--- config.mk ---
export PLATFORM = sky130hd
export DESIGN_NAME = spawn_tx
export DESIGN_NICKNAME = d
export VERILOG_FILES = /design/src/rtl/spawn_tx.sv
export SDC_FILE = /design/constraint.sdc
export NUM_CORES = 1
export LEC_CHECK = 0
export BUFFER_PORTS_ARGS = -buffer_cell sky130_fd_sc_hd__buf_2
export CORE_UTILIZATION = 58
export CTS_BUF_LIST = sky130_fd_sc_hd__clkbuf_2 sky130_fd_sc_hd__clkbuf_4 sky130_fd_sc_hd__clkbuf_8
export CTS_CLUSTER_SIZE = 14
export DETAILED_ROUTE_END_ITERATION = 10
export GPL_TIMING_DRIVEN = 0
export PLACE_DENSITY_LB_ADDON = 0.05
export SKIP_CTS_REPAIR_TIMING = 1
export SYNTH_ARGS = -nofsm -noshare
export SYNTH_HDL_FRONTEND = slang
export SYNTH_SLANG_ARGS = --single-unit
--- constraint.sdc ---
create_clock -name clk -period 2.67 [get_ports clk]
set_input_delay 0.1335 -clock clk [delete_from_list [all_inputs] [get_ports clk]]
set_output_delay 0.1335 -clock clk [all_outputs]
set_load 0.01 [all_outputs]
--- src/rtl/spawn_tx.sv ---
// spawn_tx
//
// Serial transmitter that sends the spawn command byte to the peer board over
// the inter-board UART link. A rising edge on spawn_req sends one 8N1 frame
// carrying SPAWN_CODE on tx; an edge that arrives while a frame is in flight
// is remembered in a one-deep pending flag, so that frame follows back-to-back.
//
// Parameters:
//   CLKS_PER_BIT  clock cycles per UART bit (>= 2)
//   SPAWN_CODE    byte transmitted per request
//
// Ports:
//   clk        system clock, rising edge
//   rst        asynchronous active-low reset
//   spawn_req  spawn request level, only its rising edge counts
//   tx         UART serial line, idle high, driven straight from a flop
//   busy       high while a frame is being sent or one is pending
//   sent       one-cycle pulse in the final cycle of a frame's stop bit
//
// Build option:
//   SPAWN_TX_PARITY_EN  when defined, an even parity bit is inserted between
//                       the data bits and the stop bit (8E1, 11-bit frame).

module spawn_tx #(
  parameter int          CLKS_PER_BIT = 564,
  parameter logic [7:0]  SPAWN_CODE   = 8'h61
) (
  input  logic clk,
  input  logic rst,
  input  logic spawn_req,
  output logic tx,
  output logic busy,
  output logic sent
);

  localparam int            CW   = (CLKS_PER_BIT > 1) ? $clog2(CLKS_PER_BIT) : 1;
  localparam logic [CW-1:0] LAST = CW'(CLKS_PER_BIT - 1);
  localparam logic [CW-1:0] ONE  = CW'(1);

  typedef enum logic [2:0] {
    IDLE,
    START,
    DATA,
`ifdef SPAWN_TX_PARITY_EN
    PARITY,
`endif
    STOP
  } state_t;

  state_t        state, state_n;
  logic [CW-1:0] clk_cnt, cnt_n;
  logic [2:0]    bit_idx, idx_n;
  logic [7:0]    shift_q, shift_n;
  logic          pending, pend_n;
  logic          spawn_req_q;
  logic          req_edge;
  logic          cnt_last;
  logic          tx_n, busy_n, sent_n;

  assign req_edge = spawn_req & ~spawn_req_q;
  assign cnt_last = (clk_cnt == LAST);

  always_ff @(posedge clk or negedge rst) begin
    if (!rst) begin
      state       <= IDLE;
      clk_cnt     <= '0;
      bit_idx     <= '0;
      shift_q     <= '0;
      pending     <= 1'b0;
      spawn_req_q <= 1'b0;
      tx          <= 1'b1;
      busy        <= 1'b0;
      sent        <= 1'b0;
    end else begin
      state       <= state_n;
      clk_cnt     <= cnt_n;
      bit_idx     <= idx_n;
      shift_q     <= shift_n;
      pending     <= pend_n;
      spawn_req_q <= spawn_req;
      tx          <= tx_n;
      busy        <= busy_n;
      sent        <= sent_n;
    end
  end

  always_comb begin
    state_n = state;
    cnt_n   = clk_cnt;
    idx_n   = bit_idx;
    shift_n = shift_q;
    pend_n  = pending;
    tx_n    = 1'b1;
    busy_n  = 1'b0;
    sent_n  = 1'b0;

    // Any edge outside IDLE is remembered; a second one is absorbed because
    // the flag is already set.
    if (req_edge && (state != IDLE)) begin
      pend_n = 1'b1;
    end

    case (state)
      IDLE: begin
        cnt_n = '0;
        idx_n = '0;
        if (req_edge) begin
          shift_n = SPAWN_CODE;
          state_n = START;
        end
      end

      START: begin
        if (cnt_last) begin
          cnt_n   = '0;
          idx_n   = '0;
          state_n = DATA;
        end else begin
          cnt_n = clk_cnt + ONE;
        end
      end

      DATA: begin
        if (cnt_last) begin
          cnt_n   = '0;
          shift_n = {1'b0, shift_q[7:1]};
          if (bit_idx == 3'd7) begin
            idx_n   = '0;
`ifdef SPAWN_TX_PARITY_EN
            state_n = PARITY;
`else
            state_n = STOP;
`endif
          end else begin
            idx_n = bit_idx + 3'd1;
          end
        end else begin
          cnt_n = clk_cnt + ONE;
        end
      end

`ifdef SPAWN_TX_PARITY_EN
      PARITY: begin
        if (cnt_last) begin
          cnt_n   = '0;
          state_n = STOP;
        end else begin
          cnt_n = clk_cnt + ONE;
        end
      end
`endif

      STOP: begin
        if (cnt_last) begin
          cnt_n = '0;
          // An edge landing on this very cycle is treated like a pending
          // request so the next start bit follows with no idle gap.
          if (pending || req_edge) begin
            pend_n  = 1'b0;
            shift_n = SPAWN_CODE;
            state_n = START;
          end else begin
            state_n = IDLE;
          end
        end else begin
          cnt_n = clk_cnt + ONE;
        end
      end

      default: begin
        state_n = IDLE;
        cnt_n   = '0;
        idx_n   = '0;
        pend_n  = 1'b0;
      end
    endcase

    // Outputs are computed from the next state so the flops present them in
    // the same cycle the state register does.
    case (state_n)
      START:   tx_n = 1'b0;
      DATA:    tx_n = shift_n[0];
`ifdef SPAWN_TX_PARITY_EN
      PARITY:  tx_n = ^SPAWN_CODE;
`endif
      default: tx_n = 1'b1;
    endcase

    busy_n = (state_n != IDLE) | pend_n;
    sent_n = (state_n == STOP) && (cnt_n == LAST);
  end

endmodule

# Word level (Yosys, flattened, before mapping)

Index checks and enable logic that the tools add are counted.
W data, S select, Z words.

Bits in registers: 29
Latch bits: 0
Memory bits (writable): 0
Memory bits (read-only): 0
Output and inout bits: 3
Logic and storage cells: 64
Memories: 0

Add/subtract/negate cells: 2
$mul: 0
Div/mod/pow operators: 0
$lt $le $gt $ge: 0
Equality and inequality tests: 14
Shifts and indexed selects: 0
Multiplexer cells: 23
Bitwise operators: 4
Reduce and logical (&&, ||, !) cells: 11

Operator list:

| cell                    | count |
|---|---|
| $mux W8                 | 4 |
| $mux W3                 | 8 |
| $pmux W8 S3             | 1 |
| $eq A10 B10 Y1 const B  | 2 |
| $mux W10                | 2 |
| $eq A3 B2 Y1 const B    | 4 |
| $pmux W3 S4             | 1 |
| $add A10 B1 Y10 const B | 1 |
| $ne A2 B2 Y1 const B    | 5 |
| $pmux W3 S3             | 1 |
| $reduce_bool A3 Y1      | 3 |
| $eq A3 B1 Y1 const B    | 2 |
| $reduce_or A3 Y1        | 2 |
| $reduce_and A5 Y1       | 1 |
| $mux W1                 | 4 |
| $pmux W1 S2             | 2 |
| $add A3 B1 Y3 const B   | 1 |
| $eq A3 B3 Y1 const B    | 1 |
| $logic_not A3 Y1        | 1 |
| $reduce_and A3 Y1       | 1 |
| $logic_and A1 B1 Y1     | 2 |
| $not A1 Y1              | 2 |
| $and A1 B1 Y1           | 1 |
| $logic_or A1 B1 Y1      | 1 |
| $or A1 B1 Y1            | 1 |

# Logic depth before layout (Yosys ltp)

Gate-level depths: netlist of run 1.

Depth in word-level cells: 8
Mapped depth: 6

# Worst setup path before layout of run 1

OpenSTA, ideal clock, no wires.

Kind: reg-to-reg
Start: register clk_cnt[0]
End: register sent
Arrival time: 1.773 ns
Required time: 2.559 ns
Path slack: 0.786 ns
Stages on the path, launching flop included: 7
Buffers on the path: 0
Period minus slack after synthesis: 1.884 ns
Cell sequence: dfrtp_1 > ha_1 > nor3b_2 > a311o_1 > a211oi_2 > nand4_1 > a2111oi_2

Longest elaborated chain between the ends: 5

RTL lines:

| item                                              | RTL line      | text |
|---|---|---|
| from (decl)                                       | 51            | `logic [CW-1:0] clk_cnt, cnt_n;` |
| from (signal assigned)                            | 76            | `clk_cnt <= cnt_n;` |
| $add A10 B1 Y10 or $eq A10 B10 Y1 (tied branches) | -             |  |
| $mux W10, or another cell as far along            | 114, 124, 154 |  |
| $mux W10 or $pmux W3 S4 (tied branches)           | -             |  |
| $eq A10 B10 Y1 or $eq A3 B2 Y1 (tied branches)    | 190           | `sent_n = (state_n == STOP) && (cnt_n == LAST);` |
| $logic_and A1 B1 Y1 *                             | 190           |  |
| net sent_n                                        | 58            | `logic tx_n, busy_n, sent_n;` |
| to (signal assigned)                              | 83            | `sent <= sent_n;` |
| to (decl)                                         | 33            | `output logic sent` |

Mark *: on every way through the listed nets, which the timed path passes. The rest lies on a longest branch.
A chain may end at the register's enable or synchronous reset.

# Worst setup path after layout of run 1

Same ends and word-level chain as after synthesis.

==> results of run 1 <==
[registers in the layout (all words and copies together) (netlist names)]
| register | flops |
|---|---|
| bit_idx | 3 |
| busy | 1 |
| clk_cnt | 10 |
| pending | 1 |
| sent | 1 |
| shift_q | 7 |
| spawn_req_q | 1 |
| state | 3 |
| tx | 1 |
[path summary, 6_finish.rpt]
check,endpoint,from
max in group asynchronous,clk_cnt[1],rst
worst min register to register,shift_q[6],shift_q[6]
worst max-delay path,sent,clk_cnt[0]
min in group clk,spawn_req_q,spawn_req
worst max register to register,sent,clk_cnt[0]
worst min-delay path,shift_q[2],rst
[Yosys cell counts, types with 3 or more instances]
cell type and instances:
dfrtp_1 27, nor2_1 19, inv_1 7, nand4_1 5
xnor2_1 5, a22o_1 4, nand2_1 4, nand3_1 4
nor2b_1 4, o21ai_0 4, ha_1 3, nor3_1 3
xor2_1 3
[power groups by stage]
stage,clock network (W),registers (W),logic [W]
5_1_grt,0.000301,0.000447,0.0000666
6_report,0.000279,0.000446,0.0000593
2_1_floorplan,0,0.000454,0.0000348
4_1_cts,0.000286,0.000446,0.0000575
3_3_place_gp,0,0.000453,0.0000559
3_5_place_dp,0,0.000454,0.0000571
[through the flow]
step / setup WS (ns) / total power [W] / hold WS, ns / area, um2 / std cells
after floorplan: 0.7859 / 0.0004888 / -0.1621 / 1469 / 137
after global placement: 0.6046 / 0.0005088 / 0.1764 / 1529 / 170
after detailed placement: 0.5571 / 0.0005109 / 0.1757 / 1529 / 170
after CTS: 0.5060 / 0.0007890 / -0.2056 / 1582 / 174
after global routing: 0.3232 / 0.0008147 / 0.3657 / 1602 / 176
final: 0.5059 / 0.0007834 / 0.3151 / 1602 / 176
[cell families (layout without fill, tap and decap cells)]
group / after synthesis / count (layout) / synth area share [%]
XOR/XNOR: 8 / 8 / 4.770
flip-flops: 28 / 28 / 47.79
AND/OR/NAND/NOR: 52 / 52 / 20.36
AO/OA/AOI/OAI: 29 / 29 / 17.72
adder cells (fa/ha/maj): 4 / 4 / 3.237
multiplexers: 3 / 3 / 2.129
buffers and inverters: 12 / 23 / 3.748
other: 1 / 1 / 0.2553
[per-layer routing]
| layer | vias to the layer above | part of all wire (%) | global-route usage [%] |
|---|---|---|---|
| li1 | 512 | - | - |
| met1 | 518 | 47 | 31.02 |
| met2 | 28 | 48 | 37.34 |
| met3 | 5 | 2.9 | 2.609 |
| met4 | 0 | 1.5 | 9.211 |
| met5 | - | 0 | 0 |
[cell type report]
class	count	area [um2]	share of cell area, %
buffer	5	28.78	1.797
multi-input combinational	97	711.9	44.45
inverter	7	26.28	1.641
clock inverter	1	30.03	1.875
timing repair buffer	7	45.04	2.812
tap	28	35.03	2.187
sequential	28	701.9	43.83
clock buffer	3	22.52	1.406
==> impl_metrics.py, run 1 <==
metrics = {
    "outcome": {
        "status": "completed",
    },
    "route": {
        "drc_errors": 0,
        "antenna_left": 0,
        "initialDrtViolationCount": 16,
        "wl_um": 2759,
        "vias_per_cell": 6.040,
        "vias": 1063,
        "routedWlPerCell_um": 15.68,
        "firstDrtPassIters": 4,
    },
    "pwr": {
        "vdd_drop_max_mv": 0.3909,
        "netSwitchingPower_w": 0.0001707,
        "power.share.clock_pct": 35.6,
        "seq_power_share_pct": 56.9,
        "internal_power_w": 0.0006127,
        "pwr-share-comb_pct": 7.6,
        "power_density_nw_per_um2": 489.1,
        "total_leakage_power_nw": 0.7257,
        "p_sw_share_pct": 21.79,
    },
    "synth": {
        "avgSynthCellArea_um2": 10.72,
        "synth-edff-count": 0,
        "yosysWarnings": 0,
        "synth_seq_cells": 28,
        "syn_nets": 143,
        "ys_seq_area_share_pct": 47.79,
        "ys_async_sr_fraction_pct": 100.0,
        "netlist_area_um2": 1469,
        "synthTopCellsByArea": "dfrtp_1 46%, nor2_1 4.9%, xnor2_1 3.0%",
        "synth_cell_type_count": 49,
        "synthCells": 137,
        "netlist.top_cell.by_area": "dfrtp_1",
        "synthDominantCellAreaShare_pct": 46.00,
        "synth_ff_type": "dfrtp_1",
    },
    "setup_path": {
        "cp_num_cells": 6,
        "cp_max_fo": 8,
        "reg2regPathDepth": 6,
        "cp_top_family": "compound AO/OA/AOI/OAI gates",
        "slowest_stage": "o41ai_4",
        "cp.required_ns": 2.90,
        "r2r_slack_ns": 0.51,
        "worst-path-buf-inv": 0,
        "path_class": "reg2reg",
        "startpoint_type": "flop",
        "cp.arrival_ns": 2.39,
        "cp-end-kind": "flop",
        "path_cells": "ha_1, nor3b_2, nand3_4, o41ai_4, a311oi_2, a2111oi_2",
        "slowest_delay_ns": 0.46,
    },
    "floorplan": {
        "start_util_pct": 63.94,
        "die_width_um": 52.33,
        "dieHeight_um": 52.33,
        "rows": 17,
        "dieArea_um2": 2738,
        "design.core.area_um2": 2297,
        "io_pins": 6,
    },
    "clocking": {
        "clock_latency_ns": 0.34,
        "htree_levels": 1,
        "cts_tree": "built",
        "path_clk_slew_ns": 0.15,
        "cts-buffers-inserted": 3,
        "cts_buffer_depth": 2,
        "cts-root-buf": "clkbuf_4",
        "clock-sinks": 28,
    },
    "placed_design": {
        "dp_hpwl_um": 1935,
        "gp_congestion": 0.8744,
        "portBuffers": 5,
    },
    "cells_and_area": {
        "area.growth.synth_to_final_pct": 9.029,
        "drive_above_1_share_pct": 15.54,
        "diodes": 0,
        "fin_util_pct": 69.72,
        "mostFrequentLayoutCells": "27 x dfrtp_1, 19 x nor2_1, 7 x buf_2, 7 x inv_1",
        "mostFrequentLayoutCell": "dfrtp_1",
        "nets": 155,
        "num-fill-cells": 177,
    },
    "global_routing": {
        "grt_pass1_wl_um": 4512,
        "grt_max_degree": 29,
        "grt_pass1_vias": 1032,
        "grt_usage_pct": 22.95,
        "overflow": 0,
        "grt_antenna_before_repair": 0,
    },
    "hold_path": {
        "hold_class": "in2async",
    },
    "sta": {
        "tightest_slew_ns": 0.6069,
        "setup_violations": 0,
        "skew_ns": 0.009390,
        "rsz0062_at_grt": "no",
        "fin_crit_ns": 2.164,
        "fin_tns_setup_ns": 0,
        "maxSlewHeadroom_pct": 59.54,
        "slew_violations": 0,
        "finalHoldViolations": 0,
        "max_freq_ghz": 0.4621,
        "finalCritPeriodShare_pct": 81.05,
    },
    "flow_run": {
        "maxCapViolations": 0,
    },
}
Note: power is estimated with default switching activity, not from simulation.
==> inputs of run 2 (changes only) <==
--- a/config.mk
+++ b/config.mk
@@ -6,7 +6,7 @@
 export NUM_CORES = 1
 export LEC_CHECK = 0
 export BUFFER_PORTS_ARGS = -buffer_cell sky130_fd_sc_hd__buf_2
-export CORE_UTILIZATION = 58
+export CORE_UTILIZATION = 57
 export CTS_BUF_LIST = sky130_fd_sc_hd__clkbuf_2 sky130_fd_sc_hd__clkbuf_4 sky130_fd_sc_hd__clkbuf_8
 export CTS_CLUSTER_SIZE = 14
 export DETAILED_ROUTE_END_ITERATION = 10
==> constraint.sdc (replaced) <==
create_clock -name clk -period 1.9 [get_ports clk]
set_input_delay 0.095 -clock clk [delete_from_list [all_inputs] [get_ports clk]]
set_output_delay 0.095 -clock clk [all_outputs]
set_load 0.01 [all_outputs]
==> run 2 against run 1 <==
  * The run now ends with setup timing left
  * Critical path depth did not move
  * Power up 25%
  * Utilization fell by 1.7 points
  * Register-to-register slack worse by 0.60 ns
  * Clock power is 7% lower
  * Global-route usage shrank 0.82 points
  * Die area rose by 1.7%
  * Largest cell class unchanged
==> impl_metrics.py, run 2 (synthesized netlist as in run 1, its figures left out) <==
metrics = {
    "route": {
        "routedWlPerCell_um": 15.33,
        "drc_errors": 0,
        "vias": 1083,
        "wl_um": 2820,
        "firstDrtPassIters": 4,
        "vias_per_cell": 5.886,
        "antenna_left": 0,
        "initialDrtViolationCount": 14,
    },
    "global_routing": {
        "grt_pass1_wl_um": 4429,
        "grt_max_degree": 29,
        "met2_usage_pct": 37.34,
        "top_usage_layer": "met2",
        "grt_usage_pct": 22.13,
        "overflow": 0,
        "met3_usage_pct": 2.609,
        "gr-usage-met1_pct": 28.70,
        "grt_pass1_vias": 1016,
        "grt_antenna_before_repair": 0,
    },
    "clocking": {
        "cts-buffers-inserted": 3,
        "cts-root-buf": "clkbuf_4",
        "clock-sinks": 28,
        "cts_tree": "built",
        "cts_buffer_depth": 2,
        "htree_levels": 1,
        "path_clk_slew_ns": 0.15,
        "clock_latency_ns": 0.32,
    },
    "cells_and_area": {
        "largest_reg_flops": 10,
        "mostFrequentLayoutCell": "dfrtp_1",
        "nets": 161,
        "largestRegisters": "clk_cnt (10), shift_q (7)",
        "instances_no_fill": 184,
        "final_cell_area_um2": 1670,
        "mostFrequentLayoutCells": "27 x dfrtp_1, 19 x nor2_1, 7 x buf_2",
        "top_register": "clk_cnt",
        "area.growth.synth_to_final_pct": 13.71,
        "num-fill-cells": 199,
        "regArea_um2": 701.9,
        "drive_above_1_share_pct": 22.73,
        "multiInputGateArea_um2": 754.5,
        "diodes": 0,
    },
    "sta": {
        "fin_crit_ns": 1.990,
        "max_freq_ghz": 0.5025,
        "fin_tns_setup_ns": -0.2366,
        "tightest_slew_ns": 0.5873,
        "finalHoldViolations": 0,
        "finalCritPeriodShare_pct": 104.7,
        "skew_ns": 0.01136,
        "setup_ws_ns": -0.08989,
        "setup_violations": 5,
        "slew_violations": 0,
        "rsz0062_at_grt": "yes",
        "maxSlewHeadroom_pct": 60.85,
    },
    "placed_design": {
        "gp_congestion": 0.7903,
        "placed_area_um2": 1531,
        "dp_hpwl_um": 1996,
        "portBuffers": 5,
        "place_inst": 172,
        "pre_cts_slack_ns": -0.2539,
    },
    "pwr": {
        "power_density_nw_per_um2": 588.2,
        "power.share.clock_pct": 26.5,
        "netSwitchingPower_w": 0.0002309,
        "seq_power_share_pct": 63.8,
        "internal_power_w": 0.0007516,
        "total_leakage_power_nw": 0.7495,
        "p_total_w": 0.0009825,
        "p_sw_share_pct": 23.50,
        "pwr-share-comb_pct": 9.7,
        "vdd_drop_max_mv": 0.3655,
    },
    "setup_path": {
        "cp.required_ns": 2.11,
        "cp-end-kind": "flop",
        "startpoint_type": "flop",
        "cp.arrival_ns": 2.20,
        "cp_max_fo": 8,
        "path_class": "reg2reg",
    },
    "floorplan": {
        "design.core.area_um2": 2455,
        "dieArea_um2": 2784,
        "die_width_um": 52.77,
        "io_pins": 6,
        "dieHeight_um": 52.77,
        "rows": 18,
        "start_util_pct": 59.84,
    },
    "flow_run": {
        "maxCapViolations": 0,
    },
    "outcome": {
        "status": "complete, but fails checks",
        "violations": "setup timing",
    },
    "hold_path": {
        "hold_class": "in2async",
    },
}
## run 2: path summary, 6_finish.rpt
path                            startpoint          end  slack [ns]  depth (start not counted)
worst max-delay path            clk_cnt[0]         sent       -0.09                          6
worst max register to register  clk_cnt[0]         sent       -0.09                          6
worst min-delay path                   rst   shift_q[5]        0.28                          2
worst min register to register  shift_q[6]   shift_q[6]        0.50                          1
min in group clk                 spawn_req  spawn_req_q        0.43                          2
max in group asynchronous              rst   clk_cnt[4]        1.22                          2
## run 2: per-layer routing
| metal | vias to the layer above | wire length (um) |
|---|---|---|
| met1 | 541 | 1349 |
| met5 | - | 0 |
| met3 | 2 | 60 |
| li1 | 525 | - |
| met2 | 15 | 1394 |
| met4 | 0 | 15 |
## run 2: critical path, cell delays in order (launching register included)
cell and delay (ns):
dfrtp_1 0.46, ha_4 0.18, nor3b_4 0.28, nand3_4 0.17, o41ai_4 0.34, a311oi_4 0.09
a2111oi_2 0.37
## run 2: final cells by class
class | count | area share (%)
multi-input cells | 97 | 45.17
inverters | 7 | 1.573
clock buffers | 4 | 1.798
repair buffers | 13 | 5.393
plain buffers | 5 | 1.798
flip-flops and latches | 28 | 42.02
well taps | 30 | 2.247
## run 2: power groups by stage
stage / Sequential [W] / Combinational, W / Clock, W
2_1_floorplan: 0.000638 / 0.0000489 / 0
3_3_place_gp: 0.000637 / 0.0000780 / 0
3_5_place_dp: 0.000638 / 0.0000808 / 0
4_1_cts: 0.000627 / 0.0000811 / 0.000275
5_1_grt: 0.000630 / 0.000107 / 0.000294
6_report: 0.000627 / 0.0000952 / 0.000260
## run 2: through the flow
| stage | utilization [%] | hold slack, ns |
|---|---|---|
| after floorplan | - | -0.2006 |
| after global placement | 62.39 | 0.1293 |
| after detailed placement | 62.39 | 0.1385 |
| after CTS | 63.61 | -0.2361 |
| after global routing | 68.04 | 0.3467 |
| final | 68.04 | 0.2842 |
==> inputs of run 3 (changes only) <==
--- a/config.mk
+++ b/config.mk
@@ -5,6 +5,7 @@
 export SDC_FILE = /design/constraint.sdc
 export NUM_CORES = 1
 export LEC_CHECK = 0
+export ABC_AREA = 1
 export BUFFER_PORTS_ARGS = -buffer_cell sky130_fd_sc_hd__buf_2
 export CORE_UTILIZATION = 57
 export CTS_BUF_LIST = sky130_fd_sc_hd__clkbuf_2 sky130_fd_sc_hd__clkbuf_4 sky130_fd_sc_hd__clkbuf_8
==> run 3 against run 2 <==
  * The flow now finishes without violations
  * Hold slack hardly changed
  * Clock power is 48% higher
  * Clock-buffer cell count is 1 lower
  * Via count is 0.46% higher
  * Design area is 5.9% lower
  * Clock skew is 0.0080 ns lower
  * Sequential share of layout area is 2.6 points higher
  * Combinational power is 18% lower
  * Die area is 2.0% lower
  * Non-clock buffer count is 11 lower
  * Area after synthesis is 2.0% lower
  * Sequential power hardly changed
  * Critical path type unchanged
  * Critical endpoint is now tx
==> impl_metrics.py, run 3 <==
metrics = {
    "outcome": {
        "status": "completed",
    },
    "clocking": {
        "htree_levels": 1,
        "clock_latency_ns": 0.32,
        "cts-buffers-inserted": 3,
        "cts_tree": "built",
        "path_clk_slew_ns": 0.15,
        "cts_buffer_depth": 2,
        "cts-root-buf": "clkbuf_4",
        "clock-sinks": 28,
    },
    "route": {
        "routedWlPerCell_um": 12.42,
        "antenna_left": 0,
        "dr_wl_met3_um": 47,
        "met2_length_um": 1166,
        "initialDrtViolationCount": 24,
        "vias_per_cell": 5.440,
        "top_layer": "met3",
        "firstDrtPassIters": 4,
        "wl_um": 2483,
        "vias": 1088,
        "drc_errors": 0,
        "met1_length_um": 1269,
    },
    "cells_and_area": {
        "nets": 179,
        "area.growth.synth_to_final_pct": 9.218,
        "largest_reg_flops": 10,
        "num-fill-cells": 181,
        "mostFrequentLayoutCells": "27 x nand2_1, 27 x dfrtp_1, 18 x inv_1, 18 x nor2_1, 15 x nand3_1",
        "top_register": "clk_cnt",
        "regArea_um2": 701.9,
        "drive_above_1_share_pct": 19.19,
        "largestRegisters": "clk_cnt (10), shift_q (7)",
        "multiInputGateArea_um2": 654.4,
        "diodes": 0,
    },
    "setup_path": {
        "slowest_delay_ns": 0.41,
        "cp.arrival_ns": 1.96,
        "cp_common_cell": "nand2_1",
        "r2r-start": "clk_cnt[0]",
        "worst-path-buf-inv": 2,
        "startpoint_type": "flop",
        "path_cells": "ha_1, inv_1, nor2_2, inv_1, nor2_2, nand4_2, nand3_1, nor2_1, nand2_1, nand2_1, nand2_1",
        "cp_top_family": "simple AND/OR/NAND/NOR gates",
        "cp-end-kind": "flop",
        "path_class": "reg2reg",
        "cp_max_fo": 5,
        "cp.required_ns": 2.17,
        "crit_start": "clk_cnt[0]",
        "slowest_stage": "dfrtp_1",
    },
    "synth": {
        "synthCells": 161,
        "ys_top_cells_by_count": "27 x dfrtp_1, 27 x nand2_1, 18 x inv_1, 18 x nor2_1, 15 x nand3_1",
        "avgSynthCellArea_um2": 8.937,
        "synth-edff-count": 0,
        "synthTopCellsByArea": "dfrtp_1 47%, nand2_1 7.0%, nand3_1 5.2%",
        "synthDominantCellAreaShare_pct": 46.96,
        "synth_seq_cells": 28,
        "syn_nets": 167,
        "synth_ff_type": "dfrtp_1",
        "synth_cell_type_count": 30,
        "yosysWarnings": 0,
        "ys_async_sr_fraction_pct": 100.0,
        "netlist.top_cell.by_area": "dfrtp_1",
        "ys_seq_area_share_pct": 48.78,
        "netlist_area_um2": 1439,
    },
    "global_routing": {
        "grt_antenna_before_repair": 0,
        "grt_usage_pct": 21.69,
        "overflow": 0,
        "grt_max_degree": 29,
        "grt_pass1_wl_um": 4360,
        "grt_pass1_vias": 1046,
    },
    "sta": {
        "slew_violations": 0,
        "fin_tns_setup_ns": 0,
        "finalHoldViolations": 0,
        "maxSlewHeadroom_pct": 61.08,
        "finalCritPeriodShare_pct": 88.94,
        "holdWs_ns": 0.2843,
        "skew_ns": 0.003362,
        "tightest_slew_ns": 0.5839,
        "setup_violations": 0,
        "rsz0062_at_grt": "no",
        "max_freq_ghz": 0.5917,
        "fin_crit_ns": 1.690,
    },
    "floorplan": {
        "die_width_um": 52.24,
        "rows": 17,
        "dieHeight_um": 52.24,
        "dieArea_um2": 2729,
        "start_util_pct": 62.64,
        "design.core.area_um2": 2297,
        "io_pins": 6,
    },
    "placed_design": {
        "dp_hpwl_um": 1913,
        "gp_congestion": 0.9122,
        "portBuffers": 5,
    },
    "pwr": {
        "power_density_nw_per_um2": 693.4,
        "p_total_w": 0.001090,
        "total_leakage_power_nw": 0.8176,
        "vdd_drop_max_mv": 0.5740,
    },
    "hold_path": {
        "hold_class": "in2async",
    },
    "flow_run": {
        "maxCapViolations": 0,
    },
}
run 3: cell count changes after synthesis, sizes merged, moves of 3 or more:
cell,delta
buf,-3
nand2,+27
inv,+15
nor2b,-4
xnor2,-4
nor2,+6
nand3,+14
run 3: path summary, 6_finish.rpt:
check	to	slack, ns	cells past startpoint
setup reg to reg	tx	0.21	11
hold reg to reg	clk_cnt[0]	0.49	1
hold / removal	sent	0.28	2
setup / recovery	tx	0.21	11
max in group asynchronous	bit_idx[1]	1.24	2
min in group clk	spawn_req_q	0.43	2
run 3: final cells by class:
cell class,count,area share [%]
clock buffer,3,1.433
clock inverter,1,1.911
inverter,22,5.255
multi-input combinational,111,41.64
sequential,28,44.67
tap,28,2.229
timing repair buffer,7,2.866
run 3: cells by family after synthesis:
| family | synth area share [%] |
|---|---|
| AND/OR/NAND/NOR | 32.78 |
| buffers and inverters | 5.738 |
| adder cells (fa/ha/maj) | 2.609 |
| AO/OA/AOI/OAI | 8.608 |
| XOR/XNOR | 1.218 |
| other | 0.2606 |
| flip-flops | 48.78 |
run 3: layer usage:
layer,vias up,global-route usage (%)
li1,551,-
met3,0,2.609
met5,-,0
met4,0,4.825
met2,10,35.90
met1,527,30.51
run 3: power by group:
group | internal (W) | leakage, nW | switching [W]
Combinational | 0.0000253 | 0.417 | 0.0000526
Sequential | 0.000616 | 0.372 | 0.0000113
Clock | 0.000213 | 0.0279 | 0.000171
run 3: stage by stage:
stage	util, %	setup WS [ns]	instance area [um2]	cells
after floorplan	-	0.4055	1439	161
after global placement	65.25	0.2567	1499	194
after detailed placement	65.25	0.2215	1499	194
after CTS	67.54	0.2037	1551	198
after global routing	68.41	0.009711	1572	200
final	68.41	0.2100	1572	200
